<file path="src/rtl/cmp_load_sequencer.sv">
// rtl/cmp_load_sequencer.sv - button-driven operand entry and result capture for the 8-bit comparator
module cmp_load_sequencer #(
  parameter int DEBOUNCE_CYCLES = 4
) (
  input  logic       clk,
  input  logic       reset,
  input  logic       PB1,
  input  logic       PB2,
  input  logic       PB3,
  input  logic       PB4,
  input  logic [3:0] Y,
  input  logic       cmp_le,
  input  logic       cmp_eq,
  input  logic       cmp_gr,
  output logic [7:0] A,
  output logic [7:0] B,
  output logic       cmp_start,
  output logic       le,
  output logic       eq,
  output logic       gr,
  output logic       result_valid,
  output logic       seq_err,
  output logic [2:0] state
);

  // Counter must be able to hold DEBOUNCE_CYCLES-1; sized one bit generous.
  localparam int            CW       = $clog2(DEBOUNCE_CYCLES + 1);
  localparam logic [CW-1:0] CNT_LAST = CW'(DEBOUNCE_CYCLES - 1);
  localparam logic [CW-1:0] CNT_ONE  = CW'(1);

  typedef enum logic [2:0] {
    W_AL = 3'd0,
    W_AH = 3'd1,
    W_BL = 3'd2,
    W_BH = 3'd3,
    CMP  = 3'd4,
    CAP  = 3'd5,
    RES  = 3'd6
  } state_t;

  // Buttons packed as bit0=PB1 .. bit3=PB4 so every stage can loop over them.
  logic [3:0] pb_raw;
  assign pb_raw = {PB4, PB3, PB2, PB1};

  logic [3:0]    pb_meta_q;
  logic [3:0]    pb_sync_q;
  logic [3:0]    y_meta_q;
  logic [3:0]    y_sync_q;
  logic [3:0]    db_level_q;
  logic [3:0]    db_prev_q;
  logic [3:0]    press_q;
  logic [CW-1:0] db_cnt_q [4];

  state_t     state_q;
  logic [7:0] a_q;
  logic [7:0] b_q;
  logic       cmp_start_q;
  logic       le_q;
  logic       eq_q;
  logic       gr_q;
  logic       valid_q;
  logic       seq_err_q;

  logic [3:0] expect_mask;
  logic       press_ok;
  logic       press_bad;

  // Two-flop synchronizers for the raw buttons and the switch nibble.
  always_ff @(posedge clk or posedge reset) begin
    if (reset) begin
      pb_meta_q <= 4'b0000;
      pb_sync_q <= 4'b0000;
      y_meta_q  <= 4'b0000;
      y_sync_q  <= 4'b0000;
    end else begin
      pb_meta_q <= pb_raw;
      pb_sync_q <= pb_meta_q;
      y_meta_q  <= Y;
      y_sync_q  <= y_meta_q;
    end
  end

  // Per-button debounce: level flips after DEBOUNCE_CYCLES consecutive differing cycles.
  always_ff @(posedge clk or posedge reset) begin
    if (reset) begin
      db_level_q <= 4'b0000;
      for (int i = 0; i < 4; i++) begin
        db_cnt_q[i] <= '0;
      end
    end else begin
      for (int i = 0; i < 4; i++) begin
        if (pb_sync_q[i] == db_level_q[i]) begin
          db_cnt_q[i] <= '0;
        end else if (db_cnt_q[i] == CNT_LAST) begin
          db_level_q[i] <= ~db_level_q[i];
          db_cnt_q[i]   <= '0;
        end else begin
          db_cnt_q[i] <= db_cnt_q[i] + CNT_ONE;
        end
      end
    end
  end

  // Press events: registered one-cycle pulse on a rising debounced level; releases ignored.
  always_ff @(posedge clk or posedge reset) begin
    if (reset) begin
      db_prev_q <= 4'b0000;
      press_q   <= 4'b0000;
    end else begin
      db_prev_q <= db_level_q;
      press_q   <= db_level_q & ~db_prev_q;
    end
  end

  // Which single button the current state accepts; none while comparing or capturing.
  always_comb begin
    expect_mask = 4'b0000;
    press_ok    = 1'b0;
    press_bad   = 1'b0;
    case (state_q)
      W_AL, RES: expect_mask = 4'b0001;
      W_AH:      expect_mask = 4'b0010;
      W_BL:      expect_mask = 4'b0100;
      W_BH:      expect_mask = 4'b1000;
      default:   expect_mask = 4'b0000;
    endcase
    // A correct press coinciding with any other press is still an error.
    if (expect_mask != 4'b0000) begin
      press_ok  = (press_q == expect_mask);
      press_bad = (press_q != 4'b0000) && (press_q != expect_mask);
    end
  end

  // Entry-order FSM with registered operand, strobe and result outputs.
  always_ff @(posedge clk or posedge reset) begin
    if (reset) begin
      state_q     <= W_AL;
      a_q         <= 8'h00;
      b_q         <= 8'h00;
      cmp_start_q <= 1'b0;
      le_q        <= 1'b0;
      eq_q        <= 1'b0;
      gr_q        <= 1'b0;
      valid_q     <= 1'b0;
      seq_err_q   <= 1'b0;
    end else begin
      cmp_start_q <= 1'b0;
      if (press_ok) begin
        seq_err_q <= 1'b0;
      end else if (press_bad) begin
        seq_err_q <= 1'b1;
      end
      case (state_q)
        W_AL: begin
          if (press_ok) begin
            a_q[3:0] <= y_sync_q;
            state_q  <= W_AH;
          end
        end
        W_AH: begin
          if (press_ok) begin
            a_q[7:4] <= y_sync_q;
            state_q  <= W_BL;
          end
        end
        W_BL: begin
          if (press_ok) begin
            b_q[3:0] <= y_sync_q;
            state_q  <= W_BH;
          end
        end
        W_BH: begin
          if (press_ok) begin
            b_q[7:4]    <= y_sync_q;
            cmp_start_q <= 1'b1;
            state_q     <= CMP;
          end
        end
        CMP: begin
          // Operands are frozen here; the comparator settles during this cycle.
          state_q <= CAP;
        end
        CAP: begin
          le_q    <= cmp_le;
          eq_q    <= cmp_eq;
          gr_q    <= cmp_gr;
          valid_q <= 1'b1;
          state_q <= RES;
        end
        RES: begin
          // New round: B is kept until the operator reloads it.
          if (press_ok) begin
            a_q[3:0] <= y_sync_q;
            valid_q  <= 1'b0;
            state_q  <= W_AH;
          end
        end
        default: begin
          state_q <= W_AL;
        end
      endcase
    end
  end

  assign A            = a_q;
  assign B            = b_q;
  assign cmp_start    = cmp_start_q;
  assign le           = le_q;
  assign eq           = eq_q;
  assign gr           = gr_q;
  assign result_valid = valid_q;
  assign seq_err      = seq_err_q;
  assign state        = state_q;

endmodule
</file>
<file path="config.mk">
export PLATFORM = sky130hd
export DESIGN_NAME = cmp_load_sequencer
export DESIGN_NICKNAME = d
export VERILOG_FILES = /design/src/rtl/cmp_load_sequencer.sv
export SDC_FILE = /design/constraint.sdc
export NUM_CORES = 1
export LEC_CHECK = 0
export CORE_UTILIZATION = 30
export CTS_CLUSTER_DIAMETER = 50
export DETAILED_ROUTE_END_ITERATION = 12
export MAX_ROUTING_LAYER = met4
export PLACE_DENSITY = 0.61
export SKIP_CTS_REPAIR_TIMING = 1
export SLEW_MARGIN = 20
export SYNTH_ARGS = -nofsm -noshare
export SYNTH_HDL_FRONTEND = slang
export SYNTH_SLANG_ARGS = --single-unit
</file>
<file path="constraint.sdc">
create_clock -name clk -period 1.82 [get_ports clk]
set_input_delay 0.273 -clock clk [delete_from_list [all_inputs] [get_ports clk]]
set_output_delay 0.273 -clock clk [all_outputs]
set_load 0.02 [all_outputs]
</file>
==> metrics, run 1 <==
leakage around 0.0014 uW; Max-Cap Viols 0; final WL 3840 um; starting density of the core 31.3%; cell chain of the critical path nand2b_4, nor4b_1, and2_2, mux2_2; Area contributors post-synth dfrtp_1, mux2_2, nor2b_1; CTS tree built; metal3 WL between 200 and 250 um; post-synthesis compound-gate area fraction 4.43%; clk_lat worst skew 330 ps; core box area 7770 um2; Final Hold Fails 0; initial antenna violation count 0; finished layout cell area 3170 um2; DRC Markers 0; Pwr Total just over 5000 uW; Congestion Overflow GR 0; Pins Over Slew Limit 0; crit path capture type register; largest net degree at the start of global routing 66; CP delay by family, top simple AND/OR/NAND/NOR gates; Die Ht just over 90 um; Rows 32; Worst EP required 2040 ps; first-pass GRT wire length 6830 um; routed via count 1448; flops & latches, synth between 60 and 70; Levels on crit path 4; vias in the first global route 1450; Setup Slack @ Placement 102 ps; Sinks on Clock Net 65; syn_nets 185; CTS root buf clkbuf_8; multiplexer area fraction after synthesis around a tenth; critical path peak fanout 5; sequential area share after synthesis 66.9%; clk buf depth 2; RSZ-0062 raised after global routing no; layout cells sized above 1 21.6%; Clk pin slew, worst setup/hold paths 70 ps; Post-DP Area 2970 um2; arrival time of the worst setup path around 1900 ps; Avg Synthesized Cell Area ~14 um2; Detailed Routing Iterations Pass 1 4; Area Overhead vs Synth 30.3%; H-tree Lvls 3; post-synthesis simple-gate area fraction between 10% and 20%; peak supply drop 0.477 mV; final setup TNS 0 ps; CTS Buf Count 9; Placed Cells incl. Taps 309; met1 WL 1720 um; Synthesis Warnings 0; worst setup slack after layout 133 ps; Die ar. 8460 um2; Final Cycle Share 92.7%; CP peak stage delay 430 ps; DRT iter0 DRCs 67; cell area after synthesis ~2400 um2; worst-margin pin slew 340 ps; Final min period around 1700 ps; Hold Path Stages 0; post-synth top area cell dfrtp_1; met2 wire len 1820 um; gr usage total a little over a tenth; clk_skew between 10 and 15 ps; drt wl/cell 11.9 um; Synth Instances approximately 170; fin cells 324; # IOs 38; Avg Vias per Cell 4.47; worst reg2reg path depth 4; Yosys top cell area share about two thirds; cell at the slowest stage of the critical path dfrtp_1; Adder-Cell Fraction of Synth Area 2.47%; Detailed Place HPWL between 2000 and 3000 um; post-synthesis xor/xnor area fraction 1.44%; status completed; main combinational cell family by area after synthesis simple AND/OR/NAND/NOR gates; Hold Crit Class reg2reg; Die W 92.0 um; max_slew headroom 77.0%; Power Density ~1600 nW/um2; GP Congestion 0.852; Final ANT Viol Nets 0; kind of critical path reg2reg; # setup viols final 0; WP buf/inv 0; FMAX 593 MHz; # port buffers 37; final-stage net count 235; Worst setup SP type register; antenna cells 0; uppermost layer routed met4; Synth cell types 35
-- per-layer routing --
layer | vias up | track usage (%)
met2 | 37 | 16.0
met1 | 720 | 13.0
li1 | 685 | -
met4 | 0 | 3.91
met3 | 6 | 5.31
met5 | - | -
-- power by group --
part / internal [uW] / switching [uW] / total (uW) / leakage, uW
registers: 1880 / 329 / 2200 / 0.000808
clock network: 667 / 495 / 1160 / 0.0000937
logic: 936 / 814 / 1750 / 0.000514
-- cell families after synthesis --
family                     Yosys count
adders and majority gates            5
muxes                               23
AOI/OAI and AO/OA                   16
DFF                                 65
and+or+nand+nor                     46
buffers and inverters                9
xor gates and xnor gates             4
-- worst reg2reg max path, delay by kind of cell, from the launching register on --
kind / cells / cell delay (ps)
and+or+nand+nor: 3 / 800
DFF: 1 / 430
muxes: 1 / 350
-- per-stage QoR --
stage / utilization, % / hold slack [ps]
3_5_place_dp: 38.2 / 335
2_1_floorplan: - / 304
5_1_grt: 40.8 / 351
4_1_cts: 40.6 / 350
6_report: 40.8 / 348
3_3_place_gp: 38.2 / 332
-- layout by cell type, fill, tap and decap left out, types with 2 or more instances in the layout --
cell type / synthesis / routed
clkbuf_1: 0 / 3
o31ai_1: 2 / 2
ha_1: 4 / 4
o21ai_0: 3 / 3
dlymetal6s2s_1: 0 / 3
mux2_2: 23 / 23
nor3b_1: 7 / 7
xnor2_1: 4 / 4
nor2b_1: 11 / 11
nor2_1: 6 / 6
nand2_1: 5 / 5
inv_1: 5 / 4
dfrtp_1: 65 / 64
a21oi_1: 3 / 3
clkdlybuf4s50_1: 0 / 34
nor3_1: 5 / 5
nand3_1: 2 / 2
buf_4: 0 / 5
clkbuf_8: 0 / 10
-- cells in the mapped netlist --
| cell type | number |
|---|---|
| dfrtp_1 | 65 |
| mux2_2 | 23 |
| nor2b_1 | 11 |
| nor3b_1 | 7 |
| nor2_1 | 6 |
| inv_1 | 5 |
| nand2_1 | 5 |
| nor3_1 | 5 |
| ha_1 | 4 |
| xnor2_1 | 4 |
| a21oi_1 | 3 |
| buf_2 | 3 |
| o21ai_0 | 3 |
| nand3_1 | 2 |
| o31ai_1 | 2 |
| a211oi_1 | 1 |
| a221o_1 | 1 |
| a22oi_1 | 1 |
| a2bb2oi_1 | 1 |
| a31oi_1 | 1 |
| a41oi_1 | 1 |
| and2_1 | 1 |
| and2_2 | 1 |
| and2b_1 | 1 |
| and3b_1 | 1 |
| clkbuf_2 | 1 |
| maj3_1 | 1 |
| nand2b_4 | 1 |
| nand4_1 | 1 |
| nor4_4 | 1 |
| nor4b_1 | 1 |
| nor4b_2 | 1 |
| o21ai_1 | 1 |
| o21ai_2 | 1 |
| or4b_1 | 1 |
-- final timing paths --
| check | slack, ps | from | to |
|---|---|---|---|
| setup / recovery | 130 | state[1] | A[7] |
| hold / removal | 350 | pb_meta_q[3] | pb_sync_q[3] |
| setup reg to reg | 130 | state[1] | A[7] |
| hold reg to reg | 350 | pb_meta_q[3] | pb_sync_q[3] |
| max in group asynchronous | 1160 | reset | state[0] |
| min in group asynchronous | 370 | reset | pb_meta_q[2] |
-- area by class of cell --
cell class                 instances  area (um2)
inverter                           5        22.5
sequential                        65        1630
fill                             764        4600
multi-input combinational         94         764
tap                              102         128
timing repair buffer              43         435
clock buffer                      13         149
clock inverter                     2        38.8
-- state kept, by name, indices dropped and copies added (netlist names) --
register and cells:
y_sync_q 4, A 8, pb_sync_q 4, db_cnt_q 12, pb_meta_q 4, result_valid 1
state 3, press_q 4, y_meta_q 4, seq_err 1, cmp_start 1, le 1
gr 1, db_level_q 4, B 8, db_prev_q 4, eq 1
No activity file was read; power rests on OpenSTA's default activity.
==> run 2: changes to the inputs <==
--- a/config.mk
+++ b/config.mk
@@ -8,7 +8,6 @@
 export CORE_UTILIZATION = 30
 export CTS_CLUSTER_DIAMETER = 50
 export DETAILED_ROUTE_END_ITERATION = 12
-export MAX_ROUTING_LAYER = met4
 export PLACE_DENSITY = 0.61
 export SKIP_CTS_REPAIR_TIMING = 1
 export SLEW_MARGIN = 20
==> metrics, run 2 (synthesis results as in run 1) <==
CP peak stage delay 430 ps (about the same); Die Ht 92.0 um (unchanged); Worst setup SP type register (unchanged); Die ar. 8460 um2 (unchanged); Sinks on Clock Net 65 (unchanged); Final ANT Viol Nets 0 (unchanged); leakage 0.00142 uW (unchanged); starting density of the core 31.3% (unchanged); # setup viols final 0 (unchanged); commonest non-fill, non-tap cell in the layout dfrtp_1 (unchanged); # IOs 38 (unchanged); Rows 32 (unchanged); clk buf depth 2 (unchanged); reg2reg end A[7] (unchanged); max_slew headroom 77.0% (unchanged); gr usage total 10.6% (was 10.9%); Worst EP required 2040 ps (about the same); Congestion Overflow GR 0 (unchanged); Clk pin slew, worst setup/hold paths 70 ps (about the same); CTS tree built (unchanged); drt wl/cell 11.8 um (was 11.9 um); most frequent cells in the layout dfrtp_1, clkdlybuf4s50_1, mux2_2 (unchanged); critical path peak fanout 5 (unchanged); routed via count 1446 (was 1448); worst-margin pin slew 340 ps (unchanged); cell chain of the critical path nand2b_4, nor4b_1, and2_2, mux2_2 (unchanged); worst setup slack after layout 133 ps (unchanged); CTS Buf Count 9 (unchanged); Reg2Reg Setup Slack 130 ps (about the same); Detailed Place HPWL 2630 um (unchanged); clk_lat worst skew 330 ps (about the same); finished layout cell area 3170 um2 (unchanged); Area Overhead vs Synth 30.3% (unchanged); Seq pwr share 43.1% (about the same); core box area 7770 um2 (unchanged); Max-Cap Viols 0 (unchanged); clk_skew 10.1 ps (about the same); # port buffers 37 (unchanged); Die W 92.0 um (unchanged); Placed Cells incl. Taps 309 (unchanged); worst reg2reg path depth 4 (unchanged); antenna cells 0 (unchanged); Comb pwr share 34.2% (about the same); final WL 3840 um (about the same); cell at the slowest stage of the critical path dfrtp_1 (unchanged); first-pass GRT wire length 6830 um (unchanged); Pins Over Slew Limit 0 (unchanged); Power Density 1620 nW/um2 (about the same); FMAX 593 MHz (unchanged); Final Cycle Share 92.7% (unchanged); GP Congestion 0.839 (was 0.852); worst setup path endpoint A[7] (unchanged); fin cells 324 (unchanged); vias in the first global route 1451 (was 1450); Detailed Routing Iterations Pass 1 4 (unchanged); initial antenna violation count 0 (unchanged); Sw Ratio 32.0% (about the same); Final min period 1690 ps (unchanged); clock share of power 22.7% (about the same); cell internal pwr 3480 uW (about the same); DRC Markers 0 (unchanged); Post-DP Area 2970 um2 (unchanged); Setup crit start state[1] (unchanged); Hold Crit Class reg2reg (unchanged); Setup Slack @ Placement 102 ps (unchanged); Largest register FFs 12 (unchanged); CTS root buf clkbuf_8 (unchanged); final setup TNS 0 ps (unchanged); crit path capture type register (unchanged); RSZ-0062 raised after global routing no (unchanged); Net Switching 1640 uW (about the same); most flop-heavy register db_cnt_q (unchanged); peak supply drop 0.477 mV (about the same); final-stage net count 235 (unchanged); kind of critical path reg2reg (unchanged); largest net degree at the start of global routing 66 (unchanged); Layout Utilization 40.8% (unchanged); H-tree Lvls 3 (unchanged); status completed (unchanged); Avg Vias per Cell 4.46 (was 4.47); Final Hold Fails 0 (unchanged); DRT iter0 DRCs 73 (was 67); Worst R2R Start state[1] (unchanged); layout cells sized above 1 21.6% (unchanged); arrival time of the worst setup path 1910 ps (about the same)
[run 2: cell counts in the layout (fill, tap and decap cells not counted)]
Identical to the previous run, type by type.
[run 2: worst min path at each step]
stage	cells past startpoint	from	slack [ps]	end
2_1_floorplan	0	PB1	300	pb_meta_q[0]
3_3_place_gp	0	pb_meta_q[2]	330	pb_sync_q[2]
3_5_place_dp	0	pb_meta_q[3]	330	pb_sync_q[3]
4_1_cts	0	pb_meta_q[3]	350	pb_sync_q[3]
5_1_grt	1	PB1	350	pb_meta_q[0]
6_report	0	pb_meta_q[3]	350	pb_sync_q[3]
[run 2: cell type report]
cell class                 count  area [um2]
fill                         764        4600
timing repair buffer          43         435
clock inverter                 2        38.8
clock buffer                  13         149
tap                          102         128
multi-input combinational     94         764
inverter                       5        22.5
sequential                    65        1630
[run 2: worst max-delay path: cells and delay by family, from the launching register on]
| kind | cells | cell delay (ps) |
|---|---|---|
| and+or+nand+nor | 3 | 800 |
| DFF | 1 | 430 |
| muxes | 1 | 350 |
[run 2: power groups by stage]
stage	Clock [uW]	Combinational, uW	Sequential (uW)
2_1_floorplan	0	916	2390
3_3_place_gp	0	1750	2230
3_5_place_dp	0	1770	2240
4_1_cts	1220	1780	2210
5_1_grt	1280	1910	2280
6_report	1160	1750	2200
[run 2: through the flow]
step                total power, uW  hold slack [ps]
floorplan                      3300              304
global placement               3980              332
detailed placement             4010              335
CTS                            5210              350
global route                   5470              351
finish                         5120              348
[run 2: routing by layer]
layer / routed length, um / global-route usage (%) / vias to the layer above / share of wire [%]
met5: 0 / 0 / - / 0
met3: 251 / 5.31 / 6 / 6.5
li1: - / - / 685 / -
met2: 1830 / 16.2 / 37 / 48
met1: 1690 / 12.8 / 718 / 44
met4: 62 / 3.91 / 0 / 1.6
==> run 3: changes to the inputs <==
--- a/config.mk
+++ b/config.mk
@@ -8,6 +8,7 @@
 export CORE_UTILIZATION = 30
 export CTS_CLUSTER_DIAMETER = 50
 export DETAILED_ROUTE_END_ITERATION = 12
+export GPL_TIMING_DRIVEN = 0
 export PLACE_DENSITY = 0.61
 export SKIP_CTS_REPAIR_TIMING = 1
 export SLEW_MARGIN = 20
==> metrics, run 3 (synthesis results as in run 1) <==
WP buf/inv 1 (was 0); Final Hold Fails 0 (unchanged); Setup crit start state[1] (unchanged); Pins Over Slew Limit 0 (unchanged); finished layout cell area 3150 um2 (was 3170 um2); most flop-heavy register db_cnt_q (unchanged); GP Congestion 0.794 (was 0.839); clock share of power 21.1% (was 22.7%); Congestion Overflow GR 0 (unchanged); Reg2Reg Setup Slack 100 ps (was 130 ps); Die W 92.0 um (unchanged); starting density of the core 31.3% (unchanged); WHS 339 ps (was 348 ps); final WL 3770 um (was 3840 um); Setup Slack @ Placement 15.1 ps (was 102 ps); first-pass GRT wire length 6630 um (was 6830 um); kind of critical path reg2reg (unchanged); Area Overhead vs Synth 29.6% (was 30.3%); worst setup slack after layout 102 ps (was 133 ps); Seq pwr share 43.1% (about the same); Detailed Place HPWL 2620 um (was 2630 um); Max-Cap Viols 0 (unchanged); DRC Markers 0 (unchanged); layout cells sized above 1 23.9% (was 21.6%); worst reg2reg path depth 5 (was 4); vias in the first global route 1402 (was 1451); core box area 7770 um2 (unchanged); Power Density 1600 nW/um2 (was 1620 nW/um2); Final Cycle Share 94.4% (was 92.7%); RSZ-0062 raised after global routing no (unchanged); DRT iter0 DRCs 59 (was 73); Rows 32 (unchanged); # port buffers 37 (unchanged); Worst EP required 2040 ps (about the same); cell chain of the critical path clkbuf_2, and2b_2, nor3_2, and2_2, mux2_2 (was nand2b_4, nor4b_1, and2_2, mux2_2); # IOs 38 (unchanged); commonest non-fill, non-tap cell in the layout dfrtp_1 (unchanged); Largest register FFs 12 (unchanged); reg2reg end A[1] (was A[7]); gr usage total 10.6% (about the same); Levels on crit path 5 (was 4); final-stage net count 234 (was 235); most frequent cells in the layout dfrtp_1, clkdlybuf4s50_1, mux2_2 (unchanged); Worst setup SP type register (unchanged); CTS Buf Count 9 (unchanged); initial antenna violation count 0 (unchanged); CP delay by family, top simple AND/OR/NAND/NOR gates (unchanged); Net Switching 1650 uW (was 1640 uW); CP peak stage delay 370 ps (was 430 ps); worst-margin pin slew 706 ps (was 340 ps); worst setup path endpoint A[1] (was A[7]); critical path peak fanout 9 (was 5); Post-DP Area 2950 um2 (was 2970 um2); CTS root buf clkbuf_8 (unchanged); cell at the slowest stage of the critical path dfrtp_1 (unchanged); clk_skew 7.89 ps (was 10.1 ps); arrival time of the worst setup path 1940 ps (was 1910 ps); Layout Utilization 40.5% (was 40.8%); Sw Ratio 32.9% (was 32.0%); final setup TNS 0 ps (unchanged); Avg Vias per Cell 4.29 (was 4.46); routed via count 1391 (was 1446); Final ANT Viol Nets 0 (unchanged); clk_lat worst skew 340 ps (was 330 ps); # setup viols final 0 (unchanged); H-tree Lvls 3 (unchanged); CTS tree built (unchanged); max_slew headroom 52.8% (was 77.0%); Die Ht 92.0 um (unchanged); clk buf depth 2 (unchanged); Final min period 1720 ps (was 1690 ps); Detailed Routing Iterations Pass 1 4 (unchanged); Die ar. 8460 um2 (unchanged); Clk pin slew, worst setup/hold paths 70 ps (about the same); Sinks on Clock Net 65 (unchanged); drt wl/cell 11.6 um (was 11.8 um); antenna cells 0 (unchanged); peak supply drop 0.407 mV (was 0.477 mV); Comb pwr share 35.8% (was 34.2%); leakage 0.00137 uW (was 0.00142 uW); cell internal pwr 3370 uW (was 3480 uW); FMAX 582 MHz (was 593 MHz); Hold Crit Class reg2reg (unchanged); status completed (unchanged); crit path capture type register (unchanged); Worst R2R Start state[1] (unchanged); largest net degree at the start of global routing 35 (was 66)
## run 3: cell count changes in the layout (fill, tap and decap cells not counted), sizes merged
cell,delta
dlymetal6s2s,-3
clkinv,+2
buf,-2
clkdlybuf4s50,+3
clkbuf,+1
bufinv,-1
## run 3: stage by stage
step,cells,power (uW)
floorplan,168,3300
global placement,307,3920
detailed placement,308,3970
CTS,324,5060
global route,324,5380
finish,324,5030
## run 3: metal layers
metal  routed length (um)  up-vias  part of all wire [%]  global-route usage, %
met5                    0        -                     0                      0
met4                  139        0                   3.7                   9.38
met3                  169        9                   4.5                   3.15
met2                 1590       31                    42                   13.4
met1                 1880      670                    50                   14.4
li1                     -      681                     -                      -
## run 3: power by group through the flow
stage | Sequential [uW] | Combinational, uW | Clock, uW
after floorplan | 2390 | 916 | 0
after global placement | 2180 | 1740 | 0
after detailed placement | 2190 | 1770 | 0
after CTS | 2170 | 1780 | 1120
after global routing | 2230 | 1970 | 1180
final | 2170 | 1800 | 1060
## run 3: worst min-delay path by stage
stage / startpoint / endpoint / slack [ps] / cells past startpoint
global placement: pb_meta_q[1] / pb_sync_q[1] / 330 / 0
floorplan: PB1 / pb_meta_q[0] / 300 / 0
finish: y_meta_q[3] / y_sync_q[3] / 340 / 0
CTS: y_meta_q[3] / y_sync_q[3] / 340 / 0
detailed placement: pb_meta_q[0] / pb_sync_q[0] / 330 / 0
global route: y_meta_q[3] / y_sync_q[3] / 350 / 0
## run 3: cell type report
cell class | instances | area (um2)
fillers | 740 | 4620
flip-flops and latches | 65 | 1630
multi-input cells | 94 | 787
repair buffers | 38 | 390
clock buffers | 13 | 159
well taps | 102 | 128
inverters | 5 | 22.5
plain buffers | 4 | 20.0
clock inverters | 3 | 15.0
## run 3: worst register-to-register path, stage by stage (launching register included)
cell and delay, ps:
dfrtp_1 370, clkbuf_2 180, and2b_2 280, nor3_2 210, and2_2 220, mux2_2 340
